<file path="config.mk">
export PLATFORM = sky130hd
export DESIGN_NAME = add16_share_ctrl
export DESIGN_NICKNAME = d
export VERILOG_FILES = /design/src/rtl/add16_share_ctrl.sv
export SDC_FILE = /design/constraint.sdc
export NUM_CORES = 1
export LEC_CHECK = 0
export CORE_UTILIZATION = 24
export CTS_BUF_LIST = sky130_fd_sc_hd__clkbuf_2 sky130_fd_sc_hd__clkbuf_4 sky130_fd_sc_hd__clkbuf_8
export DETAILED_ROUTE_END_ITERATION = 10
export PLACE_DENSITY = 0.7
export SYNTH_ARGS = -nofsm -noshare
export SYNTH_HDL_FRONTEND = slang
export SYNTH_SLANG_ARGS = --single-unit
</file>
<file path="constraint.sdc">
create_clock -name clk -period 1.7 [get_ports clk]
set_input_delay 0.255 -clock clk [delete_from_list [all_inputs] [get_ports clk]]
set_output_delay 0.255 -clock clk [all_outputs]
set_load 0.02 [all_outputs]
</file>
<file path="src/rtl/add16_share_ctrl.sv">
// Round-robin share controller for one pipelined 16-bit adder: grants a requester, holds its
// operands for the adder pipeline and returns the 17-bit result. Optional grant lock: ADDSHARE_LOCK_EN.
module add16_share_ctrl #(
    parameter int unsigned NREQ = 4,
    parameter int unsigned LAT  = 3,
    parameter int unsigned IDW  = 2
) (
    input  logic                 clk,
    input  logic                 rst_n,
    input  logic [NREQ-1:0]      req_valid,
    output logic [NREQ-1:0]      req_ready,
    input  logic [NREQ*16-1:0]   req_a,
    input  logic [NREQ*16-1:0]   req_b,
    input  logic [NREQ-1:0]      req_cin,
    input  logic [NREQ-1:0]      req_lock,
    output logic [15:0]          add_a,
    output logic [15:0]          add_b,
    output logic [1:0]           add_kin,
    input  logic [16:0]          add_sum,
    output logic [NREQ-1:0]      rsp_valid,
    output logic [IDW-1:0]       rsp_id,
    output logic [16:0]          rsp_sum
);

    localparam int unsigned CW = (LAT > 1) ? $clog2(LAT) : 1;

    typedef enum logic [1:0] {StIdle, StHold, StResp} state_e;

    state_e          state_q, state_d;
    logic [IDW-1:0]  ptr_q, ptr_d;
    logic [CW-1:0]   cnt_q, cnt_d;
    logic [IDW-1:0]  id_q, id_d;
    logic [15:0]     a_q, a_d;
    logic [15:0]     b_q, b_d;
    logic [1:0]      kin_q, kin_d;
    logic [NREQ-1:0] rv_q, rv_d;
    logic [IDW-1:0]  rid_q, rid_d;
    logic [16:0]     rsum_q, rsum_d;

    logic            any;
    logic [IDW-1:0]  gnt;
    logic [IDW-1:0]  sel;
    logic [IDW-1:0]  nxt_ptr;
    int              idx;

`ifdef ADDSHARE_LOCK_EN
    logic lock_q, lock_d;
    logic locked;
`else
    logic unused_lock;
    assign unused_lock = ^req_lock;
`endif

    // Winner search starts at ptr and wraps; a pending lock overrides it.
    always_comb begin
        any = 1'b0;
        gnt = '0;
        sel = '0;
        idx = 0;
        for (int off = 0; off < int'(NREQ); off++) begin
            idx = (int'(ptr_q) + off) % int'(NREQ);
            sel = IDW'(idx);
            if (!any && req_valid[sel]) begin
                any = 1'b1;
                gnt = sel;
            end
        end
`ifdef ADDSHARE_LOCK_EN
        locked = 1'b0;
        if (lock_q && req_valid[id_q]) begin
            any    = 1'b1;
            gnt    = id_q;
            locked = 1'b1;
        end
`endif
    end

    assign nxt_ptr = (gnt == IDW'(NREQ - 1)) ? '0 : gnt + 1'b1;

    always_comb begin
        state_d   = state_q;
        ptr_d     = ptr_q;
        cnt_d     = cnt_q;
        id_d      = id_q;
        a_d       = a_q;
        b_d       = b_q;
        kin_d     = kin_q;
        rv_d      = '0;
        rid_d     = rid_q;
        rsum_d    = rsum_q;
        req_ready = '0;
`ifdef ADDSHARE_LOCK_EN
        lock_d    = lock_q;
`endif
        unique case (state_q)
            StIdle: begin
`ifdef ADDSHARE_LOCK_EN
                lock_d = 1'b0;
`endif
                if (any && rst_n) begin
                    req_ready[gnt] = 1'b1;
                    a_d     = req_a[int'(gnt)*16 +: 16];
                    b_d     = req_b[int'(gnt)*16 +: 16];
                    kin_d   = req_cin[gnt] ? 2'b11 : 2'b00;
                    id_d    = gnt;
                    ptr_d   = nxt_ptr;
`ifdef ADDSHARE_LOCK_EN
                    if (locked) ptr_d = ptr_q;
`endif
                    cnt_d   = CW'(LAT - 1);
                    state_d = StHold;
                end
            end
            StHold: begin
                if (cnt_q == '0) begin
                    rsum_d     = add_sum;
                    rid_d      = id_q;
                    rv_d[id_q] = 1'b1;
                    state_d    = StResp;
                end else begin
                    cnt_d = cnt_q - 1'b1;
                end
            end
            StResp: begin
`ifdef ADDSHARE_LOCK_EN
                lock_d = req_lock[id_q];
`endif
                state_d = StIdle;
            end
            default: state_d = StIdle;
        endcase
    end

    always_ff @(posedge clk) begin
        if (!rst_n) begin
            state_q <= StIdle;
            ptr_q   <= '0;
            cnt_q   <= '0;
            id_q    <= '0;
            a_q     <= '0;
            b_q     <= '0;
            kin_q   <= 2'b00;
            rv_q    <= '0;
            rid_q   <= '0;
            rsum_q  <= '0;
`ifdef ADDSHARE_LOCK_EN
            lock_q  <= 1'b0;
`endif
        end else begin
            state_q <= state_d;
            ptr_q   <= ptr_d;
            cnt_q   <= cnt_d;
            id_q    <= id_d;
            a_q     <= a_d;
            b_q     <= b_d;
            kin_q   <= kin_d;
            rv_q    <= rv_d;
            rid_q   <= rid_d;
            rsum_q  <= rsum_d;
`ifdef ADDSHARE_LOCK_EN
            lock_q  <= lock_d;
`endif
        end
    end

    assign add_a     = a_q;
    assign add_b     = b_q;
    assign add_kin   = kin_q;
    assign rsp_valid = rv_q;
    assign rsp_id    = rid_q;
    assign rsp_sum   = rsum_q;

endmodule
</file>
Word level (Yosys, flattened, before mapping)
Cells that the tools add are included.
{ "classes": {"add_sub_neg": 5, "n_lt_le_gt_ge": 8, "n_eq_ne": 5, "shift": 2, "n_mux": 32, "n_reduce_logical": 17} }
{ "op_table": {"columns": ["operator", "count"], "rows": [
  ["64-bit by 7-bit variable part select with 16-bit output", 2],
  ["2-bit two-way mux", 10],
  ["2-bit by 3-bit less-than comparator with 1-bit output, second input constant", 6],
  ["1-bit two-way mux", 11],
  ["1-bit binary-select mux with 2-bit select", 5],
  ["4-bit two-way mux", 2],
  ["2-bit case mux with 2 select lines", 2],
  ["1-bit logical AND", 6],
  ["2-bit inequality test, second input constant", 3],
  ["2-bit AND reduction", 3],
  ["3-bit AND reduction", 2],
  ["2-bit by 1-bit adder with 2-bit output, second input constant", 2],
  ["2-bit adder, second input constant", 2],
  ["1-bit demux with 2-bit select", 2],
  ["2-bit by 1-bit greater-or-equal comparator with 1-bit output, second input constant", 2],
  ["2-bit logical NOT", 2],
  ["1-bit logical NOT", 3],
  ["2-bit by 1-bit equality test with 1-bit output, second input constant", 1],
  ["2-bit equality test, second input constant", 1],
  ["2-bit nonzero test", 1],
  ["2-bit by 1-bit subtractor with 2-bit output, second input constant", 1]
]} }
{ "word_totals": {"regBits": 65, "inputBits": 159} }

Depth between registers and ports, before layout
Gate-level depths: netlist of the first run.
{ "logic_depth": {"word_depth": 18, "mapped_depth": 9, "ltp_nobuf": 6} }

Worst setup path before layout of the first run
No wires, ideal clock.
{ "synth_timing": {"path_type": "flip-flop to output port", "from": "register ptr_q[0]", "to": "output port req_ready[1]", "t_arrival_ps": 1773, "required_ps": 1445, "setup_slack_ps": -328, "path_stages_with_launch": 9, "path_buffers": 3, "path_cell_list": "dfxtp_1 > nor2b_1 > nor3b_2 > o22a_1 > buf_4 > buf_6 > buf_6 > nand2_1 > nor3b_1"} }
{ "synth_via": {"elab_chain_len": 18, "word_cells_on_any_way": 33, "classes_between": "3 x add/sub; 2 x order compare; 20 x mux; 8 x reduce/logical"} }
{ "synth_lines": {"columns": ["element", "line_no", "rtl"], "rows": [
  ["from (decl)", "30", "logic [IDW-1:0] ptr_q, ptr_d;"],
  ["from (signal assigned)", "151", "ptr_q <= ptr_d;"],
  ["parallel branches: the longest is 16 deep, another holds 2-bit by 3-bit less-than comparator with 1-bit output", null, null],
  ["4-bit two-way mux *", "100", "if (any && rst_n) begin"],
  ["4-bit two-way mux *", "95", "unique case (state_q)"],
  ["to (decl)", "11", "output logic [NREQ-1:0] req_ready,"]
]} }
Mark *: on every way between the ends. The select of a mux whose other input is x is not followed.

Final worst setup path of the first run
{ "layout_timing": {"from": "register ptr_q[1]", "to": "output port req_ready[3]"} }
The elaborated chain is that of the path after synthesis.

==> results.ini, run 1 <==
[power]
power_density_mw_per_mm2=961
leakage_nw=2.41
peakVddDrop_mv=0.432

[die]
coreArea_mm2=0.0133
initial_core_util=0.248
ios=220
fp.dieArea_mm2=0.0142
fp.dieW_um=119
fp-row-count=42
die_h_um=119

[logic_synthesis]
seq_area_frac_synth=0.389
synth_top_area_frac=0.389
syn_inst=333
synth_cell_types=33
async_flop_share=0
synth.largest_area_cell=dfxtp_1
yosys-top-cells-count=nand2_1 (74), mux2i_1 (68), dfxtp_1 (64)
ys_warn_count=0
ys_ff_latch=64
synth_edf_count=0
syn-num-nets=494
synth.area.top_cells=dfxtp_1 (39%), mux2i_1 (21%), nand2_1 (8.4%), o221ai_2 (6.8%), o221ai_1 (4.8%)
syn_area_per_cell_um2=9.89
synth_area_mm2=0.00329
synth.most_common_cell=nand2_1
synth_top_flop_cell=dfxtp_1

[timing]
slew_violations=0
fin_setup_tns_ns=-3.13
fin_worst_skew_ns=0.00750
min_period_ns=1.88
rsz0062_at_grt=true
finalHoldViolations=0
worst_slack_ns=-0.184
min_period_over_period=1.11
finalSetupViolations=36
fmax_mhz=531
relSlewSlack=0.755
hold_slack_ns=0.461
worst_pin_slew_ns=0.368

[clocking]
ctsHtreeMaxLevel=3
numCtsBuffers=9
clkTransAtPathRegs_ns=0.08
cts_buffer_depth=2
cts_tree=yes
clock_latency_ns=0.35
root_buffer=clkbuf_8
cts_sinks=64

[setup_path]
crit_arrival_ns=1.63
start_kind=flop
crit_required_ns=1.44
crit_path_end_kind=output port
crit_type=reg2out
critPathMaxFanout=5

[cells_and_area]
drive_above_1_share=0.207
diodes=0
syn_to_final_growth_pct=95.5
final_core_util=0.484
fin_nets=737

[grt]
antenna_found_initial=0
grt_pass1_wl_um=17500
grt_max_degree=34
track_usage=0.158
grt_overflow_total=0
grt_pass1_vias=3633

[routing]
vias_per_cell=4.54
via_count=3438
firstDrtPassIters=4
drc=0
drt-wirelength-per-cell_um=15.4
route.final.wire_length_um=11600
ant_nets=0
drtIter0Drc=83

[hold_path]
worst_hold_path_type=reg2reg

[placed_design]
dp_hpwl_um=8290
io_buffer_count=215
place_congestion=0.810

[run]
maxCapViolCount=0

[outcome]
status=finished with violations
failed_checks=negative setup slack

-- state kept, by name (all words and copies together), names as in the netlist --
| signal | cells |
|---|---|
| ptr_q | 2 |
| rsp_sum | 17 |
| add_a | 16 |
| add_kin | 1 |
| state_q | 2 |
| rsp_valid | 4 |
| rsp_id | 2 |
| add_b | 16 |
| id_q | 2 |
| cnt_q | 2 |
-- cell families (layout without fill, tap and decap cells) --
kind of cell / count (synthesis) / in the layout / synth area share
simple gates: 106 / 106 / 0.153
mux: 68 / 68 / 0.207
flops: 64 / 64 / 0.389
compound gates: 63 / 63 / 0.189
buf+inv: 30 / 278 / 0.0547
fa+ha+maj: 2 / 2 / 0.00760
-- critical path: stages, from the launching register on --
cell,delay [ns]
dfxtp_4,0.37
a21boi_2,0.05
o32a_4,0.40
ha_4,0.17
and3_4,0.16
buf_6,0.13
-- power by group --
part	switching, mW	internal, mW
Combinational	1.28	1.63
Sequential	0.153	1.75
Clock	0.620	0.752
Total	2.05	4.14
-- worst paths after layout --
path / start / end / slack [ns] / depth (start not counted)
worst max-delay path: ptr_q[1] / req_ready[3] / -0.18 / 5
worst min-delay path: add_b[7] / add_b[7] / 0.46 / 2
worst max register to register: ptr_q[0] / add_a[2] / -0.14 / 8
worst min register to register: add_b[7] / add_b[7] / 0.46 / 2
-- cells in the final DEF, fill, tap and decap left out, types with 4 or more instances in the layout --
master	instances
a21boi_0	20
buf_4	28
buf_6	9
clkbuf_16	5
clkbuf_8	11
clkdlybuf4s50_1	207
dfxtp_1	62
inv_1	4
mux2i_1	51
mux2i_2	10
mux2i_4	7
nand2_1	73
nor2_1	5
o221ai_1	18
o221ai_2	15
-- cell type report --
cell class | count | area [µm²]
fill | 1197 | 6860
tap | 176 | 220
clock inverter | 5 | 55.1
timing repair buffer | 258 | 2660
clock buffer | 11 | 151
inverter | 4 | 15.0
multi-input combinational | 239 | 2050
sequential | 64 | 1290
-- through the flow --
stage / total power [mW] / cell area [µm²] / cells / setup slack, ns
after detailed placement: 4.35 / 5790 / 726 / -0.907
after global routing: 6.51 / 6440 / 757 / -0.262
after CTS: 5.90 / 6130 / 746 / -0.239
after floorplan: 3.27 / 3340 / 333 / -0.0427
after global placement: 4.31 / 5790 / 726 / -0.850
final: 6.19 / 6440 / 757 / -0.184
-- what timing repair did --
item / 4_1_cts / 5_1_grt
endpoints found under the setup margin: 37 / 37
gates cloned: 2 / 6
hold buffers: 0 / 0
resized for setup: 43 / 33
buffers inserted: 2 / 6
pin swaps: 8 / 5
-- routing by layer --
| metal | GRT usage | vias to the layer above | wire, µm |
|---|---|---|---|
| met5 | 0 | - | 0 |
| met4 | 0.0633 | 0 | 257 |
| met3 | 0.0364 | 22 | 638 |
| met2 | 0.291 | 111 | 5830 |
| met1 | 0.173 | 1612 | 4920 |
| li1 | - | 1693 | - |
(Power assumes the default switching activity.)
==> run 2: changes to the inputs <==
- SKIP_CTS_REPAIR_TIMING: unset -> 1
==> results.ini, run 2 (synthesized netlist as in run 1, its figures left out) <==
[placed_design]
place_congestion=0.810  ; unchanged
pre_cts_slack_ns=-0.907  ; unchanged
postPlaceCellArea_mm2=0.00579  ; unchanged
dp_hpwl_um=8290  ; unchanged
dp.cells=726  ; unchanged
io_buffer_count=215  ; unchanged

[timing]
hold_slack_ns=0.461  ; about the same
finalHoldViolations=0  ; unchanged
min_period_ns=1.92  ; was 1.88 ns
finalSetupViolations=37  ; was 36
fmax_mhz=520  ; was 531 MHz
slew_violations=0  ; unchanged
min_period_over_period=1.13  ; was 1.11
fin_setup_tns_ns=-3.91  ; was -3.13 ns
worst_pin_slew_ns=0.371  ; was 0.368 ns
worst_slack_ns=-0.222  ; was -0.184 ns
fin_worst_skew_ns=0.00769  ; was 0.00750 ns
relSlewSlack=0.753  ; was 0.755
rsz0062_at_grt=true  ; unchanged

[power]
p_comb_frac=0.472  ; was 0.471
leakage_nw=2.43  ; was 2.41 nW
clockPowerShare=0.221  ; was 0.222
p_sw_frac=0.334  ; was 0.332
p_int_mw=4.15  ; was 4.14 mW
peakVddDrop_mv=0.437  ; was 0.432 mV
power_density_mw_per_mm2=963  ; was 961 mW/mm²
seq_power_share=0.306  ; was 0.308
p_sw_mw=2.08  ; was 2.05 mW

[die]
initial_core_util=0.248  ; unchanged
ios=220  ; unchanged
die_h_um=119  ; unchanged
fp.dieArea_mm2=0.0142  ; unchanged
coreArea_mm2=0.0133  ; unchanged
fp-row-count=42  ; unchanged
fp.dieW_um=119  ; unchanged

[routing]
vias_per_cell=4.58  ; was 4.54
firstDrtPassIters=4  ; unchanged
drc=0  ; unchanged
drt-wirelength-per-cell_um=15.9  ; was 15.4 µm
ant_nets=0  ; unchanged
drtIter0Drc=115  ; was 83
via_count=3463  ; was 3,438
route.final.wire_length_um=12000  ; was 11,600 µm

[hold_path]
worst_hold_path_type=reg2reg  ; unchanged

[grt]
track_usage=0.152  ; was 0.158
antenna_found_initial=0  ; unchanged
grt_pass1_vias=3563  ; was 3,633
grt_max_degree=41  ; was 34
grt_overflow_total=0  ; unchanged
grt_pass1_wl_um=17000  ; was 17,500 µm

[clocking]
cts_tree=yes  ; unchanged
cts_sinks=64  ; unchanged
numCtsBuffers=9  ; unchanged
root_buffer=clkbuf_8  ; unchanged
clkTransAtPathRegs_ns=0.08  ; about the same
cts_buffer_depth=2  ; unchanged
clock_latency_ns=0.35  ; about the same
ctsHtreeMaxLevel=3  ; unchanged

[setup_path]
start_kind=flop  ; unchanged
crit_arrival_ns=1.67  ; was 1.63 ns
crit_required_ns=1.44  ; about the same
critPathMaxFanout=5  ; unchanged
crit_type=reg2out  ; unchanged
crit_path_end_kind=output port  ; unchanged

[cells_and_area]
syn_to_final_growth_pct=96.4  ; was 95.5%
drive_above_1_share=0.207  ; about the same
layout_common_cells=clkdlybuf4s50_1 (207), nand2_1 (73), dfxtp_1 (62)  ; unchanged
stdcell_count=756  ; was 757
stdcell_area_mm2=0.00647  ; was 0.00644 mm²
diodes=0  ; unchanged
final_common_cell=clkdlybuf4s50_1  ; unchanged
largest_reg_flops=17  ; unchanged
fin_nets=736  ; was 737

[run]
maxCapViolCount=0  ; unchanged

[outcome]
failed_checks=negative setup slack  ; unchanged
status=finished with violations  ; unchanged

-- run 2: path summary, 6_finish.rpt --
check / startpoint / to / slack [ns] / cells after the start
worst max-delay path: ptr_q[1] / req_ready[3] / -0.22 / 5
worst min-delay path: add_b[7] / add_b[7] / 0.46 / 2
worst max register to register: ptr_q[0] / add_a[9] / -0.17 / 8
worst min register to register: add_b[7] / add_b[7] / 0.46 / 2
-- run 2: per-stage QoR --
step / total power [mW] / util
finish: 6.23 / 0.486
global route: 6.55 / 0.486
CTS: 5.74 / 0.451
detailed placement: 4.35 / 0.436
global placement: 4.31 / 0.436
floorplan: 3.27 / -
-- run 2: final cells by class --
class                           count  area, µm²
Clock inverter                      5       55.1
Inverter                            4       15.0
Sequential cell                    64       1290
Tap cell                          176        220
Fill cell                        1199       6830
Clock buffer                       11        151
Multi-Input combinational cell    239       2080
Timing Repair Buffer              257       2660
-- run 2: critical path, cell delays in order (launching register included) --
cell      delay [ns]
dfxtp_4         0.38
a21boi_2        0.06
o32a_4          0.43
ha_4            0.17
and3_4          0.16
buf_6           0.13
-- run 2: layer usage --
layer	global-route usage	up-vias	wire length, µm
met1	0.167	1642	4990
li1	-	1696	-
met2	0.281	108	6180
met5	0	-	0
met3	0.0350	17	656
met4	0.0578	0	185
-- run 2: power by group through the flow --
stage	clock (mW)	sequential, mW	combinational, mW
floorplan	0	2.17	1.10
global placement	0	1.91	2.39
detailed placement	0	1.93	2.43
CTS	1.41	1.89	2.43
global route	1.49	1.94	3.12
finish	1.38	1.91	2.94
